--- config.mk ---
export PLATFORM = sky130hd
export DESIGN_NAME = stopwatch_core
export DESIGN_NICKNAME = d
export VERILOG_FILES = /design/src/rtl/stopwatch_pkg.sv /design/src/rtl/sync_edge_det.sv /design/src/rtl/stopwatch_core.sv
export SDC_FILE = /design/constraint.sdc
export NUM_CORES = 1
export LEC_CHECK = 0
export ABC_AREA = 0
export CAP_MARGIN = 10
export CELL_PAD_IN_SITES_DETAIL_PLACEMENT = 1
export CELL_PAD_IN_SITES_GLOBAL_PLACEMENT = 2
export CORE_ASPECT_RATIO = 0.9
export CORE_MARGIN = 2
export CORE_UTILIZATION = 29
export CTS_CLUSTER_SIZE = 40
export DETAILED_ROUTE_END_ITERATION = 10
export PLACE_DENSITY_LB_ADDON = 0.15
export SYNTH_ARGS = -nofsm -noshare
export SYNTH_HDL_FRONTEND = slang
export SYNTH_SLANG_ARGS = --single-unit
--- constraint.sdc ---
create_clock -name clk_in -period 1.8 [get_ports clk_in]
set_input_delay 0.27 -clock clk_in [delete_from_list [all_inputs] [get_ports clk_in]]
set_output_delay 0.27 -clock clk_in [all_outputs]
set_load 0.02 [all_outputs]
--- src/rtl/stopwatch_pkg.sv ---
`timescale 1ns/1ps
// Shared types and constants for the mm:ss BCD stopwatch.
// Holds the FSM state encoding, the BCD time record and the one-second
// BCD increment used by stopwatch_core.
package stopwatch_pkg;

  localparam int BCD_W        = 4;
  localparam int SEC_TENS_MAX = 5;
  localparam int DIGIT_MAX    = 9;

  localparam logic [BCD_W-1:0] BCD_ONE        = BCD_W'(1);
  localparam logic [BCD_W-1:0] BCD_DIGIT_LAST = BCD_W'(DIGIT_MAX);
  localparam logic [BCD_W-1:0] BCD_TENS_LAST  = BCD_W'(SEC_TENS_MAX);

  typedef enum logic [1:0] {
    ST_IDLE  = 2'd0,
    ST_RUN   = 2'd1,
    ST_PAUSE = 2'd2
  } sw_state_t;

  typedef struct packed {
    logic [BCD_W-1:0] min_tens;
    logic [BCD_W-1:0] min_ones;
    logic [BCD_W-1:0] sec_tens;
    logic [BCD_W-1:0] sec_ones;
  } bcd_time_t;

  // Advance a BCD time by one second. Minutes roll 99 -> 00 here; the
  // configurable MAX_MIN wrap is handled by the caller.
  function automatic bcd_time_t bcd_next(input bcd_time_t t);
    bcd_time_t n;
    n = t;
    if (t.sec_ones != BCD_DIGIT_LAST) begin
      n.sec_ones = t.sec_ones + BCD_ONE;
    end else begin
      n.sec_ones = '0;
      if (t.sec_tens != BCD_TENS_LAST) begin
        n.sec_tens = t.sec_tens + BCD_ONE;
      end else begin
        n.sec_tens = '0;
        if (t.min_ones != BCD_DIGIT_LAST) begin
          n.min_ones = t.min_ones + BCD_ONE;
        end else begin
          n.min_ones = '0;
          n.min_tens = (t.min_tens != BCD_DIGIT_LAST) ? t.min_tens + BCD_ONE : '0;
        end
      end
    end
    return n;
  endfunction

endpackage

--- src/rtl/sync_edge_det.sv ---
`timescale 1ns/1ps
// Multi-flop synchroniser followed by a rising-edge detector.
// Produces a registered one-cycle pulse SYNC_STAGES+1 cycles after a rise
// on async_in. A level that is already high when reset releases is not
// reported as an edge: a pulse needs a genuine low-to-high transition
// observed after reset.
module sync_edge_det #(
  parameter int SYNC_STAGES = 2
) (
  input  logic clk_in,
  input  logic rst_a_n,
  input  logic async_in,
  output logic rise_pulse
);

  logic [SYNC_STAGES-1:0] sync_reg;
  logic [SYNC_STAGES-1:0] sync_next;
  // valid_reg[i] is set once stage i (and the edge register for the top
  // bit) holds a real sample rather than its reset value.
  logic [SYNC_STAGES:0]   valid_reg;
  logic                   edge_reg;
  logic                   pulse_reg;
  logic                   sync_out;

  genvar gi;
  generate
    for (gi = 0; gi < SYNC_STAGES; gi++) begin : g_sync
      if (gi == 0) begin : g_first
        assign sync_next[gi] = async_in;
      end else begin : g_chain
        assign sync_next[gi] = sync_reg[gi-1];
      end
    end
  endgenerate

  assign sync_out   = sync_reg[SYNC_STAGES-1];
  assign rise_pulse = pulse_reg;

  // Shift the async input through the chain and detect a qualified rise.
  always_ff @(posedge clk_in or negedge rst_a_n) begin
    if (!rst_a_n) begin
      sync_reg  <= '0;
      valid_reg <= '0;
      edge_reg  <= 1'b0;
      pulse_reg <= 1'b0;
    end else begin
      sync_reg  <= sync_next;
      valid_reg <= {valid_reg[SYNC_STAGES-1:0], 1'b1};
      edge_reg  <= sync_out;
      pulse_reg <= sync_out & ~edge_reg & valid_reg[SYNC_STAGES];
    end
  end

endmodule

--- src/rtl/stopwatch_core.sv ---
`timescale 1ns/1ps
// mm:ss BCD stopwatch driven by a slow (1 Hz) clock from clk_div.
// The slow clock is synchronised into clk_in and each rise becomes a
// one-cycle tick; an IDLE/RUN/PAUSE FSM decides whether ticks are counted.
// Optional build macro: STOPWATCH_LAP_HOLD_EN adds a lap input that
// freezes the displayed value while counting continues internally.
module stopwatch_core
  import stopwatch_pkg::*;
#(
  parameter int SYNC_STAGES = 2,
  parameter int MAX_MIN     = 59
) (
  input  logic             clk_in,
  input  logic             rst_a_n,
  input  logic             slow_clk_in,
  input  logic             start_stop,
  input  logic             clear,
`ifdef STOPWATCH_LAP_HOLD_EN
  input  logic             lap,
`endif
  output logic [BCD_W-1:0] sec_ones,
  output logic [BCD_W-1:0] sec_tens,
  output logic [BCD_W-1:0] min_ones,
  output logic [BCD_W-1:0] min_tens,
  output logic             running,
  output logic             tick,
  output logic             wrap
);

  localparam logic [BCD_W-1:0] MAX_MIN_TENS = BCD_W'(MAX_MIN / 10);
  localparam logic [BCD_W-1:0] MAX_MIN_ONES = BCD_W'(MAX_MIN % 10);
  // Last value before the count rolls back to 00:00.
  localparam bcd_time_t LAST_TIME = {MAX_MIN_TENS, MAX_MIN_ONES, BCD_TENS_LAST, BCD_DIGIT_LAST};

  sw_state_t state_reg;
  bcd_time_t count_reg;
  bcd_time_t display;
  logic      running_reg;
  logic      wrap_reg;

  sync_edge_det #(
    .SYNC_STAGES(SYNC_STAGES)
  ) u_sync_edge_det (
    .clk_in    (clk_in),
    .rst_a_n   (rst_a_n),
    .async_in  (slow_clk_in),
    .rise_pulse(tick)
  );

  // Run/pause FSM plus the live count; clear overrides everything, and a
  // tick is counted only when the state at that edge is already RUN.
  always_ff @(posedge clk_in or negedge rst_a_n) begin
    if (!rst_a_n) begin
      state_reg   <= ST_IDLE;
      running_reg <= 1'b0;
      count_reg   <= '0;
      wrap_reg    <= 1'b0;
    end else begin
      wrap_reg <= 1'b0;
      if (clear) begin
        state_reg   <= ST_IDLE;
        running_reg <= 1'b0;
        count_reg   <= '0;
      end else begin
        if (state_reg == ST_RUN && tick) begin
          if (count_reg == LAST_TIME) begin
            count_reg <= '0;
            wrap_reg  <= 1'b1;
          end else begin
            count_reg <= bcd_next(count_reg);
          end
        end
        case (state_reg)
          ST_IDLE, ST_PAUSE: begin
            if (start_stop) begin
              state_reg   <= ST_RUN;
              running_reg <= 1'b1;
            end
          end
          ST_RUN: begin
            if (start_stop) begin
              state_reg   <= ST_PAUSE;
              running_reg <= 1'b0;
            end
          end
          default: begin
            state_reg   <= ST_IDLE;
            running_reg <= 1'b0;
          end
        endcase
      end
    end
  end

`ifdef STOPWATCH_LAP_HOLD_EN
  logic      hold_reg;
  bcd_time_t lap_reg;

  // Lap capture: first lap in RUN freezes the display, next lap releases it.
  always_ff @(posedge clk_in or negedge rst_a_n) begin
    if (!rst_a_n) begin
      hold_reg <= 1'b0;
      lap_reg  <= '0;
    end else if (clear) begin
      hold_reg <= 1'b0;
    end else if (lap) begin
      if (hold_reg) begin
        hold_reg <= 1'b0;
      end else if (state_reg == ST_RUN) begin
        hold_reg <= 1'b1;
        lap_reg  <= count_reg;
      end
    end
  end

  assign display = hold_reg ? lap_reg : count_reg;
`else
  assign display = count_reg;
`endif

  assign sec_ones = display.sec_ones;
  assign sec_tens = display.sec_tens;
  assign min_ones = display.min_ones;
  assign min_tens = display.min_tens;
  assign running  = running_reg;
  assign wrap     = wrap_reg;

endmodule
==> summary.md, run 1 <==
| Metric | Value |
|---|---|
| Status | `complete, no violations` |
| CP endpoint kind | `register` |
| CTS Sinks | `26` |
| Post-synthesis cell count | `approximately 130` |
| Total power | `1.24 mW` |
| Clock Pin Slew Worst Setup and Hold Paths | `approximately 90 ps` |
| CTS Buffer Depth | `2` |
| Tot GR Track Use | `0.135` |
| Grt ovf | `0` |
| Most area-consuming cells after synthesis | `dfrtp_1, ha_1, a21oi_1` |
| Core area | `around 4400 µm²` |
| CP max FO | `5` |
| Max Cap Viol | `0` |
| Final setup vio count | `0` |
| Final Wtd Congestion | `roughly 0.75` |
| Post-placement setup slack | `-50.3 ps` |
| WP data arrival | `~1900 ps` |
| Largest net degree at the start of global routing | `27` |
| Layout cells sized above 1 | `0.228` |
| Fin util | `0.416` |
| Synth warn | `0` |
| Delay-heaviest family, CP | `compound AO/OA/AOI/OAI gates` |
| Fin area | `between 1500 and 2000 µm²` |
| Final WS setup | `just under 80 ps` |
| Number of global-route vias before repair | `1129` |
| Max Clk Rate | `roughly 580 MHz` |
| Net Switching | `between 0.2 and 0.3 mW` |
| Clk root buf | `clkbuf_8` |
| Asr flop ratio synth | `1.00` |
| CTS H-tree lvls | `1` |
| 1st-iter DRT viols | `22` |
| Sequential Power Share | `0.500` |
| Maximum vdd drop | `roughly 0.36 mV` |
| Pwr Density | `roughly 670 nW/µm²` |
| Area growth from synthesis to layout | `39.4%` |
| Combinational power share | `0.110` |
| Top Ports | `24` |
| Yosys top cell by area | `dfrtp_1` |
| RSZ-0062 raised after global routing | `true` |
| Diodes inserted | `0` |
| WL/cell | `13.6 µm` |
| Die X-Extent | `about 75 µm` |
| Switching share of power | `0.221` |
| Crit-path slowest cell | `dfrtp_2` |
| Leakage power | `0.774 nW` |
| Drt first pass iters | `4` |
| Clock share of power | `0.390` |
| Flop-to-flop setup slack | `~79 ps` |
| Fin. Hold Viols | `0` |
| Syn_area_per_cell | `10.5 µm²` |
| Max stage delay on crit path | `between 400 and 500 ps` |
| Post-Syn Area | `around 1300 µm²` |
| Detailed placement HPWL | `2.34 mm` |
| Crit Path Category | `register to register` |
| Seq/Total Area, Yosys | `0.491` |
| Antenna Violating Nets Remaining | `0` |
| Detailed Route WL | `a little over 3 mm` |
| Number of fill cells | `between 500 and 600` |
| Fin crit share | `0.956` |
| Placement Rows | `23` |
| WP buf/inv | `0` |
| Clk Latency, worst-skew pair | `about 270 ps` |
| First-pass GRT wire length | `5.23 mm` |
| Die H | `around 68 µm` |
| Initial Util | `0.299` |
| Minimum clock period after layout | `about 1700 ps` |
| CTS buffer count | `3` |
| Vias | `~1100` |
| WP data required | `about 2000 ps` |
| Pins over their slew limit | `0` |
| Yosys reg bits | `26` |
| Placed insts | `~220` |
| Post-synth top flop | `dfrtp_1` |
| Layout Cells excl Fill | `~230` |
| Dpl cell area | `about 1700 µm²` |
| IO buf count | `23` |
| Cell-internal power | `around 0.96 mW` |
| Die area | `roughly 5100 µm²` |
| Worst Hold Class | `register to register` |
| Nets | `181` |
| EDFF count, synth | `0` |
| DR vias/cell | `between 4 and 5` |
| Antenna violations before repair | `0` |
| Residual DRC | `0` |
| Share of the synthesized area in the top cell type | `0.491` |
| Yosys cell types | `37` |
| Setup crit start kind | `register` |
| Skew final | `2.85 ps` |
| Mapped Nets | `about 140` |
| Worst-path cell chain | `ha_1, and3b_2, a41o_4, a2111oi_4, a311o_1` |
| CTS tree | `done` |
routing by layer:
| metal | share of wire | wire length, µm | up-vias | global-route usage |
|---|---|---|---|---|
| met4 | 0.0055 | 17 | 0 | 0.0329 |
| met2 | 0.50 | 1560 | 16 | 0.239 |
| met3 | 0.038 | 117 | 2 | 0.0353 |
| li1 | - | - | 530 | - |
| met1 | 0.46 | 1420 | 534 | 0.164 |
| met5 | 0 | 0 | - | 0 |
synth_stat cells, types with 4 or more instances:
cell and count:
dfrtp_1 26, a21oi_1 13, nor2_1 11, ha_1 8, nand2_1 8, inv_1 5, o21ai_0 5, and3b_1 4
nand3_1 4, or3_1 4
power groups by stage:
| stage | Combinational [mW] | Clock (mW) | Sequential [mW] |
|---|---|---|---|
| 2_1_floorplan | 0.0566 | 0 | 0.641 |
| 3_3_place_gp | 0.133 | 0 | 0.630 |
| 3_5_place_dp | 0.136 | 0 | 0.631 |
| 4_1_cts | 0.137 | 0.501 | 0.620 |
| 5_1_grt | 0.149 | 0.530 | 0.623 |
| 6_report | 0.136 | 0.482 | 0.619 |
logic make-up (layout without fill, tap and decap cells):
family / Yosys count / after routing / share of synthesized area
AND/OR/NAND/NOR: 51 / 51 / 0.216
AO/OA/AOI/OAI: 27 / 27 / 0.152
flip-flops: 26 / 26 / 0.491
buffers and inverters: 10 / 51 / 0.0378
adder cells (fa/ha/maj): 8 / 8 / 0.0756
multiplexers: 3 / 3 / 0.0236
other: 1 / 1 / 0.00283
what timing repair did:
item / CTS / global route
endpoints found under the setup margin: 2 / 5
pin swaps: 0 / 1
hold buffers: 0 / 0
buffers inserted: 0 / 1
gates resized for setup: 3 / 4
final timing paths:
path                                                        start                                     end  depth (start not counted)
max                                       sec_tens[0]$_DFFE_PN0P_                 min_tens[2]$_DFFE_PN0P_                          5
min                        u_sync_edge_det.valid_reg[1]$_DFF_PN0_  u_sync_edge_det.valid_reg[2]$_DFF_PN0_                          0
max reg2reg                               sec_tens[0]$_DFFE_PN0P_                 min_tens[2]$_DFFE_PN0P_                          5
min reg2reg                u_sync_edge_det.valid_reg[1]$_DFF_PN0_  u_sync_edge_det.valid_reg[2]$_DFF_PN0_                          0
max in group asynchronous                                 rst_a_n                 sec_ones[1]$_DFFE_PN0P_                          2
min in group asynchronous                                 rst_a_n                 min_ones[0]$_DFFE_PN0P_                          2
area by class of cell:
type / instances / area, µm² / area share
flip-flops and latches: 26 / 656 / 0.355
repair buffers: 42 / 373 / 0.202
clock buffers: 3 / 41.3 / 0.0224
inverters: 5 / 18.8 / 0.0102
well taps: 62 / 77.6 / 0.0420
clock inverters: 1 / 30.0 / 0.0163
multi-input cells: 90 / 649 / 0.352
stage by stage:
stage / hold slack, ps / setup TNS, ps
2_1_floorplan: -25.6 / 0
6_report: 360 / 0
5_1_grt: 382 / -41.2
3_3_place_gp: 341 / 0
3_5_place_dp: 336 / -52.7
4_1_cts: 369 / 0
layout by cell type, fill, tap and decap left out, drive strengths merged, types with 2 or more instances in the layout:
master	netlist	layout
dfrtp	26	26
clkdlybuf4s50	0	23
buf	3	19
a21oi	13	13
nor2	11	11
nand2	9	9
ha	8	8
o21ai	6	6
inv	5	5
nand3	4	4
or3	4	4
and3b	4	4
nor2b	3	3
nand3b	3	3
nor3	3	3
clkbuf	2	3
nand4	2	2
mux2i	2	2
and2	2	2
nor4	2	2
a211oi	2	2
Power figures use the tool's default switching activity.
==> inputs of run 2 (changes only) <==
CELL_PAD_IN_SITES_DETAIL_PLACEMENT = default   (was 1)
CELL_PAD_IN_SITES_GLOBAL_PLACEMENT = default   (was 2)
CORE_UTILIZATION = 35   (was 29)
==> run 2 against run 1 <==
  * Die area decreased by 16%
  * Final area decreased by 2.2%
  * Combinational power decreased by 4%
  * Non-clock buffer count decreased by 5
  * Worst setup slack got worse by 9.2 ps
  * Sequential cell count unchanged
  * Critical path type unchanged
  * Largest cell class is now multi-input gates
  * Largest power group unchanged
  * Highest routed layer unchanged
==> summary.md, run 2 (same netlist as run 1, synthesis figures left out) <==
| Metric | Value |
|---|---|
| Vias | `1086 (+0.37%)` |
| Max stage delay on crit path | `410 ps (about the same)` |
| Setup tns final | `0 ps (unchanged)` |
| Placed insts | `204 (-8.9%)` |
| CP max FO | `5 (unchanged)` |
| WHS | `353 ps (-7.66 ps)` |
| WL/cell | `13.2 µm (-2.9%)` |
| Hold_buf cts | `0 (unchanged)` |
| Antenna Violating Nets Remaining | `0 (unchanged)` |
| WP buf/inv | `0 (unchanged)` |
| Worst Hold Class | `register to register` |
| Core area | `3680 µm² (-17%)` |
| Grt ovf | `0 (unchanged)` |
| Detailed Route WL | `2.74 mm (-12%)` |
| Fin util | `0.491 (+0.0744)` |
| Clk root buf | `clkbuf_8` |
| Diodes inserted | `0 (unchanged)` |
| Clock Pin Slew Worst Setup and Hold Paths | `90 ps (about the same)` |
| Tot GR Track Use | `0.140 (+0.00485)` |
| Fin crit share | `0.961 (+0.00512)` |
| DR vias/cell | `5.22 (+11%)` |
| Clk Latency, worst-skew pair | `270 ps (about the same)` |
| Placement Rows | `21 (-8.7%)` |
| Setup crit start kind | `register` |
| CTS Buffer Depth | `2 (unchanged)` |
| Leakage power | `0.749 nW (-3.3%)` |
| IO buf count | `23 (unchanged)` |
| Layout Cells excl Fill | `208 (-9.2%)` |
| Detailed placement HPWL | `2.01 mm (-14%)` |
| Layout cells sized above 1 | `0.222 (-0.00532)` |
| CTS H-tree lvls | `1 (unchanged)` |
| Nets | `176 (-2.8%)` |
| WP data required | `2010 ps (about the same)` |
| Final setup vio count | `0 (unchanged)` |
| CP endpoint kind | `register` |
| Die X-Extent | `68.8 µm (-8.5%)` |
| Commonest non-fill, non-tap cell in the layout | `clkdlybuf4s50_1` |
| CTS buffer count | `3 (unchanged)` |
| Pins over their slew limit | `0 (unchanged)` |
| CTS Sinks | `26 (unchanged)` |
| Largest net degree at the start of global routing | `27 (unchanged)` |
| WP data arrival | `1940 ps (about the same)` |
| Maximum vdd drop | `0.475 mV (+33%)` |
| Fin. Hold Viols | `0 (unchanged)` |
| Pwr Density | `680 nW/µm² (+1.5%)` |
| Top Ports | `24 (unchanged)` |
| Area growth from synthesis to layout | `36.4%` |
| Residual DRC | `0 (unchanged)` |
| Die H | `62.3 µm (-8.4%)` |
| Number of global-route vias before repair | `1006 (-11%)` |
| Skew final | `3.89 ps (+1.04 ps)` |
| Minimum clock period after layout | `1730 ps (+9.22 ps)` |
| Delay-heaviest family, CP | `compound AO/OA/AOI/OAI gates` |
| CTS tree | `done` |
| Post-placement setup slack | `-18.1 ps (+32.2 ps)` |
| Initial Util | `0.360 (+0.0612)` |
| Worst-path cell chain | `ha_1, and3b_2, a41o_4, a211oi_4, a311o_1` |
| RSZ-0062 raised after global routing | `false` |
| Crit Path Category | `register to register` |
| Drt first pass iters | `4 (unchanged)` |
| Die area | `4290 µm² (-16%)` |
| Final Wtd Congestion | `0.825 (+10%)` |
| Antenna violations before repair | `0 (unchanged)` |
| Final WS setup | `69.9 ps (-9.22 ps)` |
| Setup Fix Bufs, Post-CTS | `0 (unchanged)` |
| First-pass GRT wire length | `4.64 mm (-11%)` |
| Status | `complete, no violations` |
| Max Cap Viol | `0 (unchanged)` |
| Commonest non-fill, non-tap cells in the layout | `clkdlybuf4s50_1, dfrtp_1, buf_4` |
| 1st-iter DRT viols | `44 (+100%)` |
| Max Clk Rate | `578 MHz (-0.53%)` |
| Crit-path slowest cell | `dfrtp_2` |
## run 2: metrics by stage
step / instance area, µm² / total power, mW
3_3_place_gp: 1690 / 0.757
2_1_floorplan: 1330 / 0.698
4_1_cts: 1760 / 1.25
3_5_place_dp: 1690 / 0.761
5_1_grt: 1810 / 1.28
6_report: 1810 / 1.23
## run 2: final timing paths
kind                                                   startpoint                                endpoint  slack, ps  cells after the start
hold reg to reg            u_sync_edge_det.valid_reg[0]$_DFF_PN0_  u_sync_edge_det.valid_reg[1]$_DFF_PN0_        350                      0
setup reg to reg                          sec_tens[0]$_DFFE_PN0P_                 min_tens[2]$_DFFE_PN0P_         70                      5
setup / recovery                          sec_tens[0]$_DFFE_PN0P_                 min_tens[2]$_DFFE_PN0P_         70                      5
max in group asynchronous                                 rst_a_n                 sec_ones[1]$_DFFE_PN0P_       1160                      2
hold / removal             u_sync_edge_det.valid_reg[0]$_DFF_PN0_  u_sync_edge_det.valid_reg[1]$_DFF_PN0_        350                      0
min in group asynchronous                                 rst_a_n                 sec_tens[1]$_DFFE_PN0P_        360                      2
## run 2: metal layers
layer  vias up  track usage  share of wire
met5         -            0              0
met1       531        0.207           0.47
met3         4       0.0326          0.049
met2        33        0.206           0.47
met4         0       0.0368         0.0095
li1        518            -              -
## run 2: where the power goes
group          switching, mW  leakage, nW  total (mW)  internal (mW)
combinational         0.0689        0.373       0.131         0.0621
clock                  0.180       0.0357       0.477          0.297
sequential            0.0180        0.340       0.620          0.602
total                  0.267        0.749        1.23          0.961
## run 2: cell type report
class / instances / area, µm²
clock inverter: 1 / 30.0
fill: 339 / 1870
multi-input combinational: 90 / 667
tap: 46 / 57.6
timing repair buffer: 37 / 335
inverter: 5 / 18.8
sequential: 26 / 656
clock buffer: 3 / 41.3
## run 2: repair_timing
action                     in CTS  in global routing
pin swaps                       0                  2
setup endpoints to repair       3                  6
resized for setup               1                 10
hold endpoints to repair        0                  0
## run 2: worst register-to-register path, cell delays in order, from the launching register on
cell      delay [ps]
dfrtp_2          410
ha_1             220
and3b_2          270
a41o_4           310
a211oi_4         270
a311o_1          190
